File: config.mk
export PLATFORM = sky130hd
export DESIGN_NAME = branch_tag_mgr
export DESIGN_NICKNAME = d
export VERILOG_FILES = /design/src/rtl/branch_tag_mgr.sv
export SDC_FILE = /design/constraint.sdc
export NUM_CORES = 1
export LEC_CHECK = 0
export ABC_AREA = 1
export CAP_MARGIN = 20
export CORE_MARGIN = 5
export CORE_UTILIZATION = 51
export DETAILED_ROUTE_END_ITERATION = 6
export HOLD_SLACK_MARGIN = 0.15
export PLACE_DENSITY = 0.75
export SETUP_SLACK_MARGIN = 0.3
export SLEW_MARGIN = 20
export SYNTH_ARGS = -nofsm -noshare
export SYNTH_HDL_FRONTEND = slang
export SYNTH_SLANG_ARGS = --single-unit
File: constraint.sdc
create_clock -name clk -period 3.1 [get_ports clk]
set_input_delay 0.62 -clock clk [delete_from_list [all_inputs] [get_ports clk]]
set_output_delay 0.62 -clock clk [all_outputs]
set_load 0.03 [all_outputs]
File: src/rtl/branch_tag_mgr.sv
// rtl/branch_tag_mgr.sv - branch tag allocator with misprediction flush and fetch redirect
module branch_tag_mgr #(
    parameter int branch_addr = 5
) (
    input  logic                   clk,
    input  logic                   rst,
    input  logic                   alloc_req,
    output logic                   alloc_gnt,
    output logic [2:0]             alloc_bid,
    input  logic                   resolve_valid,
    input  logic [2:0]             resolve_bid,
    input  logic                   flush,
    input  logic [2:0]             flush_bid,
    input  logic [branch_addr-1:0] flush_addr,
    output logic                   redirect_valid,
    output logic [branch_addr-1:0] redirect_addr,
    output logic [7:0]             kill_mask,
    output logic                   flush_err,
    output logic [3:0]             count,
    output logic                   full,
    output logic                   empty
);

    // Window depth is tied to the 3-bit tag width, so it is not a parameter.
    localparam int num_tags = 8;

    logic [2:0]             r_head;
    logic [2:0]             r_tail;
    logic [3:0]             r_count;
    logic [7:0]             r_inflight;
    logic [7:0]             r_resolved;
    logic                   r_redirect_valid;
    logic [branch_addr-1:0] r_redirect_addr;
    logic [7:0]             r_kill_mask;
    logic                   r_flush_err;

    logic                   w_full;
    logic                   w_alloc_gnt;
    logic                   w_flush_ok;
    logic                   w_flush_bad;
    logic                   w_retire;
    logic [2:0]             w_bpos;
    logic [2:0]             w_pos [num_tags];
    logic [7:0]             w_kill;
    logic [2:0]             w_head_nxt;
    logic [2:0]             w_tail_nxt;
    logic [3:0]             w_count_nxt;
    logic [7:0]             w_inflight_nxt;
    logic [7:0]             w_resolved_nxt;

    assign w_full      = (r_count == 4'd8);
    assign w_alloc_gnt = alloc_req & ~w_full & ~flush;
    assign w_flush_ok  = flush & r_inflight[flush_bid];
    assign w_flush_bad = flush & ~r_inflight[flush_bid];
    assign w_retire    = (r_count != 4'd0) & r_resolved[r_head];
    assign w_bpos      = flush_bid - r_head;

    assign alloc_gnt      = w_alloc_gnt;
    assign alloc_bid      = r_tail;
    assign count          = r_count;
    assign full           = w_full;
    assign empty          = (r_count == 4'd0);
    assign redirect_valid = r_redirect_valid;
    assign redirect_addr  = r_redirect_addr;
    assign kill_mask      = r_kill_mask;
    assign flush_err      = r_flush_err;

    // Kill set: in-flight tags whose age position from head is past the flushed tag.
    always_comb begin
        w_kill = '0;
        for (int t = 0; t < num_tags; t++) begin
            w_pos[t]  = 3'(t) - r_head;
            w_kill[t] = w_flush_ok && (w_pos[t] > w_bpos) && ({1'b0, w_pos[t]} < r_count);
        end
    end

    // Next window state: resolve, then flush or allocate, then retire at head.
    always_comb begin
        w_head_nxt     = r_head;
        w_tail_nxt     = r_tail;
        w_count_nxt    = r_count;
        w_inflight_nxt = r_inflight;
        w_resolved_nxt = r_resolved;
        if (resolve_valid && r_inflight[resolve_bid] && !w_kill[resolve_bid]) begin
            w_resolved_nxt[resolve_bid] = 1'b1;
        end
        if (w_flush_ok) begin
            w_inflight_nxt            = w_inflight_nxt & ~w_kill;
            w_resolved_nxt            = w_resolved_nxt & ~w_kill;
            w_resolved_nxt[flush_bid] = 1'b1;
            w_tail_nxt                = flush_bid + 3'd1;
            w_count_nxt               = {1'b0, w_bpos} + 4'd1;
        end else if (w_alloc_gnt) begin
            w_inflight_nxt[r_tail] = 1'b1;
            w_resolved_nxt[r_tail] = 1'b0;
            w_tail_nxt             = r_tail + 3'd1;
            w_count_nxt            = r_count + 4'd1;
        end
        // A flushed tag that is already at head and resolved retires normally here.
        if (w_retire) begin
            w_inflight_nxt[r_head] = 1'b0;
            w_resolved_nxt[r_head] = 1'b0;
            w_head_nxt             = r_head + 3'd1;
            w_count_nxt            = w_count_nxt - 4'd1;
        end
    end

    // Window state and one-cycle redirect/kill/error pulses.
    always_ff @(posedge clk or posedge rst) begin
        if (rst) begin
            r_head           <= '0;
            r_tail           <= '0;
            r_count          <= '0;
            r_inflight       <= '0;
            r_resolved       <= '0;
            r_redirect_valid <= 1'b0;
            r_redirect_addr  <= '0;
            r_kill_mask      <= '0;
            r_flush_err      <= 1'b0;
        end else begin
            r_head           <= w_head_nxt;
            r_tail           <= w_tail_nxt;
            r_count          <= w_count_nxt;
            r_inflight       <= w_inflight_nxt;
            r_resolved       <= w_resolved_nxt;
            r_redirect_valid <= w_flush_ok;
            r_kill_mask      <= w_kill;
            r_flush_err      <= w_flush_bad;
            if (w_flush_ok) begin
                r_redirect_addr <= flush_addr;
            end
        end
    end

endmodule

=== Yosys cells after proc, flatten, opt, wreduce, memory -nomap -nowiden ===
Cells that the tools add are included.

* Flip-flop bits (word level): 41
* Input bits: 16
* Output and inout port bits: 25
* Logic and storage cells: 122

* Add/sub/neg operators: 15
* $lt $le $gt $ge: 24
* Equal/unequal tests: 1
* Multiplexer cells: 28
* Bitwise logic cells: 19
* Reductions and logical operators: 26

{| class="wikitable"
|+ Operators with widths
! cell !! count
|-
| 2-to-1 mux 8 bit || 7
|-
| AND 8 bit || 5
|-
| < comparator 3 x 4 -> 1 bit || 8
|-
| > comparator 3 bit || 8
|-
| inverter 8 bit || 3
|-
| OR 8 bit || 3
|-
| logical AND 1 bit || 22
|-
| < comparator 3 x 4 -> 1 bit (second input constant) || 4
|-
| binary-select mux 1 bit (select 3 bit) || 4
|-
| demux 1 bit (select 3 bit) || 4
|-
| greater-or-equal comparator 3 x 1 -> 1 bit (second input constant) || 4
|-
| 2-to-1 mux 4 bit || 3
|-
| subtractor 3 bit (first input constant) || 4
|-
| adder 3 x 1 -> 3 bit (second input constant) || 3
|-
| 2-to-1 mux 1 bit || 8
|-
| 2-to-1 mux 3 bit || 2
|-
| subtractor 1 x 3 -> 3 bit (first input constant) || 2
|-
| subtractor 2 x 3 -> 3 bit (first input constant) || 2
|-
| AND 1 bit || 5
|-
| adder 3 x 1 -> 4 bit (second input constant) || 1
|-
| adder 4 x 1 -> 4 bit (second input constant) || 1
|-
| == test 4 bit (second input constant) || 1
|-
| zero test 4 bit || 1
|-
| nonzero test 4 bit || 1
|-
| 5 further kinds || 7
|}

=== Logic depth before layout (Yosys ltp) ===
* Depth after elaboration: 15
* Gate-level depth with buffers: 23
* Depth with buffers taken out: 22

=== Worst setup path after synthesis ===
OpenSTA, ideal clock, no wires.

* Kind: input to register
* From: input flush_bid[0]
* To: register r_resolved[0]
* Setup time: 125 ps
* Arrival: 3117 ps
* Slack: -142 ps
* Stages: 19
* Path buffers: 2
* Path through: buf_6 > inv_2 > ha_1 > inv_1 > fa_1 > inv_1 > ha_1 > o21bai_1 > nand3_1 > nand2_1 > nand3_1 > nor2_2 > nand2_1 > nand2_1 > nor2_1 > and2_1 > buf_6 > a21oi_1 > nor2_1

* Longest elaborated chain between the ends: 15
* Elaborated cells between the ends (all ways): 46
* Those cells by class: add/sub: 1; order compare: 10; mux: 10; bitwise: 6; reduce/logical: 19

{| class="wikitable"
|+ Ends and longest elaborated chain
! element !! line !! RTL
|-
| start: declaration || 13 || <nowiki>input logic [2:0] flush_bid,</nowiki>
|-
| parallel branches: the longest is 3 deep, another holds subtractor 3 bit || - ||
|-
| logical AND 1 bit (*) (2 in series) || 73 || <nowiki>w_kill[t] = w_flush_ok && (w_pos[t] > w_bpos) && ({1'b0, w_pos[t]} < r_count);</nowiki>
|-
| via w_kill[1] || 44 || <nowiki>logic [7:0] w_kill;</nowiki>
|-
| binary-select mux 1 bit (select 3 bit) (*) || 84 || <nowiki>if (resolve_valid && r_inflight[resolve_bid] && !w_kill[resolve_bid]) begin</nowiki>
|-
| 2-to-1 mux 1 bit (not written as such) (*) || 84 ||
|-
| zero test 1 bit (*) || 84 ||
|-
| logical AND 1 bit (*) || 84 ||
|-
| 2-to-1 mux 8 bit (*) || 84 ||
|-
| AND 8 bit, on equally long branches || - ||
|-
| 2-to-1 mux 8 bit or OR 8 bit (tied branches) || - ||
|-
| 2-to-1 mux 8 bit (*) || 87 || <nowiki>if (w_flush_ok) begin</nowiki>
|-
| AND 8 bit (no source line) || - ||
|-
| 2-to-1 mux 8 bit (*) || 100 || <nowiki>if (w_retire) begin</nowiki>
|-
| via w_resolved_nxt[0] || 49 || <nowiki>logic [7:0] w_resolved_nxt;</nowiki>
|-
| end signal: assignment || 125 || <nowiki>r_resolved <= w_resolved_nxt;</nowiki>
|-
| end: declaration || 31 || <nowiki>logic [7:0] r_resolved;</nowiki>
|}

Mark *: on every way through the listed nets, which the timed path passes. The select of a mux whose other input is x is not followed.
A chain may end at the register's enable or synchronous reset.

=== Final worst setup path ===
* From: input flush_bid[0]
* To: register r_resolved[6]

The elaborated chain is that of the path after synthesis.

==> impl_metrics.ini <==
[power_and_ir_drop]
total_power_uw = 5740
intPower_uw = 2940
sw_frac_of_total_pct = 48.8
p_leak_uw = 0.00234
p_clk_share_pct = 9.4
power.density_nw_per_um2 = 1290
ir_drop_uv = 940
switchingPower_uw = 2800
power_frac_seq_pct = 16.1
comb_power_share_pct = 74.5

[global_route]
grtUsageTotal_pct = 24.8
grt_use_met1_pct = 33.9
use_met2_pct = 38.7
grt_pass1_wl_mm = 16.5
met3_usage_pct = 6.01
grt_max_degree = 42
grt_pass1_vias = 3405
overflow = 0
antenna_found_initial = 0
busiest_layer = met2

[cts]
clock_path_buffers = 2
cts_num_sinks = 41
root_buffer = clkbuf_8
clkLatencyLatePin_ns = 0.30
cts_tree = built
h-tree-depth = 2
cts_buffers = 5
path_clk_slew_ns = 0.09
hold_buffers = 0

[placement]
hpwl_mm = 7.81
portBuffers = 40
post_dp_cell_area_sq_um = 4140
place_congestion = 0.978
place_ws_ns = -0.839

[worst_setup_path]
crit_family = adder cells
slowest_delay_ns = 0.55
cp_data_required_time_ns = 3.33
critPathLaunchType = primary input
cp_max_fo = 7
setup.worst_path.class = in -> reg
r2r_start = r_head[0]
arrival_ns = 3.11
path_buf_inv = 5
end_kind = flip-flop
path_cells = buf_8, inv_8, ha_4, inv_2, fa_2, inv_4, ha_4, inv_2, nor2_1, o22ai_1, nand2_1, a21oi_2, nor2_1, nand2_1, nand2_1, nor2_2, and2_4, a21oi_2, nor2_1
crit_slowest_cell = fa_2
cp-startpoint = flush_bid[0]

[floorplanning]
die_w_um = 90.2
die-area_sq_um = 8140
num_rows = 29
core-area_sq_um = 6310
die_h_um = 90.2
ios = 41
start_util_pct = 52.0

[yosys]
synth_nets = 520
syn_avg_cell_area_sq_um = 6.95
synth-seq-cells = 41
synth.top_cell.area_share_pct = 31.3
yosysTopAreaCell = dfrtp_1
synth_cell_types = 36
synth.area.top_cells = dfrtp_1 31%, nand2_1 15%, ha_1 12%
yosys_warnings = 0
yosysSeqAreaShare_pct = 31.3
syn_area_sq_um = 3280
syn_inst = 472

[timing]
maxSlewViolCount = 0
finalSetupViolCount = 0
rsz0062_at_grt = yes
fmax_ghz = 0.346
skew_ns = 0.0114
fin_ws_ns = 0.214
relSlewSlack_pct = 63.1
hold_viol_final = 0
tightest_slew_ns = 0.549
period_share_pct = 93.1
min_period_ns = 2.89

[min_path]
hold_path_class = reg -> reg
holdCritStartpoint = redirect_addr[1]

[run_status]
status = finished, final reports clean

[drt]
drcViolationCount = 0
drt-total-wl_mm = 10.2
routedWlPerCell_um = 15.7
num_vias = 3564
viasPerCell = 5.49
drt_iter0_drc = 301
ant_nets = 0
firstDrtPassIters = 5

[final_layout]
design_area_sq_um = 4440
layout.nets = 619
n_antenna_cell = 0
drive_gt1_share_pct = 20.1
area_growth_pct = 35.4

[job]
drv_cap = 0
## final cells by class
| type | instances | area, sq um |
|---|---|---|
| Multi-Input combinational cell | 352 | 2040 |
| Fill cell | 539 | 1870 |
| Sequential cell | 41 | 1030 |
| Timing Repair Buffer | 102 | 871 |
| Inverter | 69 | 269 |
| Tap cell | 77 | 96.3 |
| Clock buffer | 5 | 68.8 |
| Clock inverter | 3 | 68.8 |
## tightest hold or removal path, delay by kind of cell, from the launching register on
kind	cells	cell delay, ns
flops	1	0.35
simple gates	2	0.11
## worst paths after layout
| path | to | slack, ns | cells past startpoint |
|---|---|---|---|
| max | r_resolved[6] | 0.21 | 19 |
| min | redirect_addr[1] | 0.49 | 2 |
| max reg2reg | r_resolved[6] | 0.24 | 17 |
| min reg2reg | redirect_addr[1] | 0.49 | 2 |
| max in group asynchronous | r_resolved[3] | 1.98 | 3 |
| min in group asynchronous | count[1] | 0.75 | 3 |
## timing repair
action,in CTS,in global routing
setup buffers,5,6
pin swaps,18,2
endpoints found under the setup margin,25,16
resized for setup,24,9
## cell families after synthesis
family | share of synthesized area (%)
AOI/OAI and AO/OA | 12.2
buffers and inverters | 10.1
adders and majority gates | 12.4
xor gates and xnor gates | 2.40
DFF | 31.3
and+or+nand+nor | 31.6
## stage by stage
stage | instances | hold slack [ns] | setup TNS, ns | util (%)
floorplan | 472 | 0.499 | -0.0195 | -
global placement | 630 | 0.462 | -8.67 | 65.6
detailed placement | 630 | 0.473 | -10.01 | 65.6
CTS | 643 | 0.497 | 0 | 69.3
global route | 649 | 0.514 | 0 | 70.4
finish | 649 | 0.491 | 0 | 70.4
## routing by layer
layer	part of all wire, %	wire length [um]	up-vias
met2	45	4600	192
met4	2.5	253	0
met3	10	1050	27
met1	42	4260	1632
met5	0	0	-
li1	-	-	1713
## sequential cells by signal, summed over array words and instances, names as in the netlist
| signal | cells |
|---|---|
| kill_mask | 8 |
| r_inflight | 8 |
| r_resolved | 8 |
| redirect_addr | 5 |
| count | 4 |
| alloc_bid | 3 |
| r_head | 3 |
| flush_err | 1 |
| redirect_valid | 1 |
## cell usage in the layout, fill, tap and decap left out, types with 2 or more instances in the layout
cell type | Yosys | layout
a21oi_1 | 20 | 15
o21ai_0 | 23 | 23
nor2_2 | 6 | 11
o21bai_1 | 5 | 4
nand3_2 | 0 | 2
nand2_1 | 127 | 127
a21boi_0 | 3 | 2
inv_1 | 64 | 58
buf_4 | 1 | 62
nor2_1 | 55 | 50
clkdlybuf4s50_1 | 0 | 36
dfrtp_1 | 41 | 41
xnor2_1 | 4 | 4
clkbuf_8 | 0 | 5
dlymetal6s2s_1 | 0 | 2
inv_2 | 4 | 7
xor2_1 | 5 | 5
and2_1 | 2 | 2
ha_4 | 0 | 5
o211ai_1 | 5 | 5
a21oi_2 | 2 | 7
ha_1 | 31 | 26
clkinv_1 | 1 | 2
nand2_4 | 2 | 2
nor3_1 | 13 | 13
nand4_1 | 7 | 7
bufinv_16 | 0 | 2
o221ai_1 | 2 | 2
nand3_1 | 28 | 26
## power groups by stage
stage | Clock (uW) | Combinational, uW | Sequential (uW)
CTS | 548 | 4010 | 923
floorplan | 0 | 2210 | 1130
global route | 572 | 4740 | 955
finish | 540 | 4280 | 927
detailed placement | 0 | 3800 | 930
global placement | 0 | 3740 | 929
## Yosys cell counts
| cell | count |
|---|---|
| a21boi_0 | 3 |
| a21oi_1 | 20 |
| a21oi_2 | 2 |
| a221oi_1 | 1 |
| a22oi_1 | 1 |
| a31o_2 | 1 |
| and2_0 | 1 |
| and2_1 | 2 |
| buf_2 | 6 |
| buf_4 | 1 |
| buf_6 | 3 |
| clkinv_1 | 1 |
| dfrtp_1 | 41 |
| fa_1 | 1 |
| ha_1 | 31 |
| inv_1 | 64 |
| inv_2 | 4 |
| nand2_1 | 127 |
| nand2_2 | 1 |
| nand2_4 | 2 |
| nand3_1 | 28 |
| nand3b_1 | 1 |
| nand4_1 | 7 |
| nor2_1 | 55 |
| nor2_2 | 6 |
| nor2_4 | 1 |
| nor3_1 | 13 |
| o211ai_1 | 5 |
| o21ai_0 | 23 |
| o21bai_1 | 5 |
| o221ai_1 | 2 |
| o22ai_1 | 2 |
| o31ai_1 | 1 |
| o32ai_1 | 1 |
| xnor2_1 | 4 |
| xor2_1 | 5 |
(Power assumes the default switching activity.)
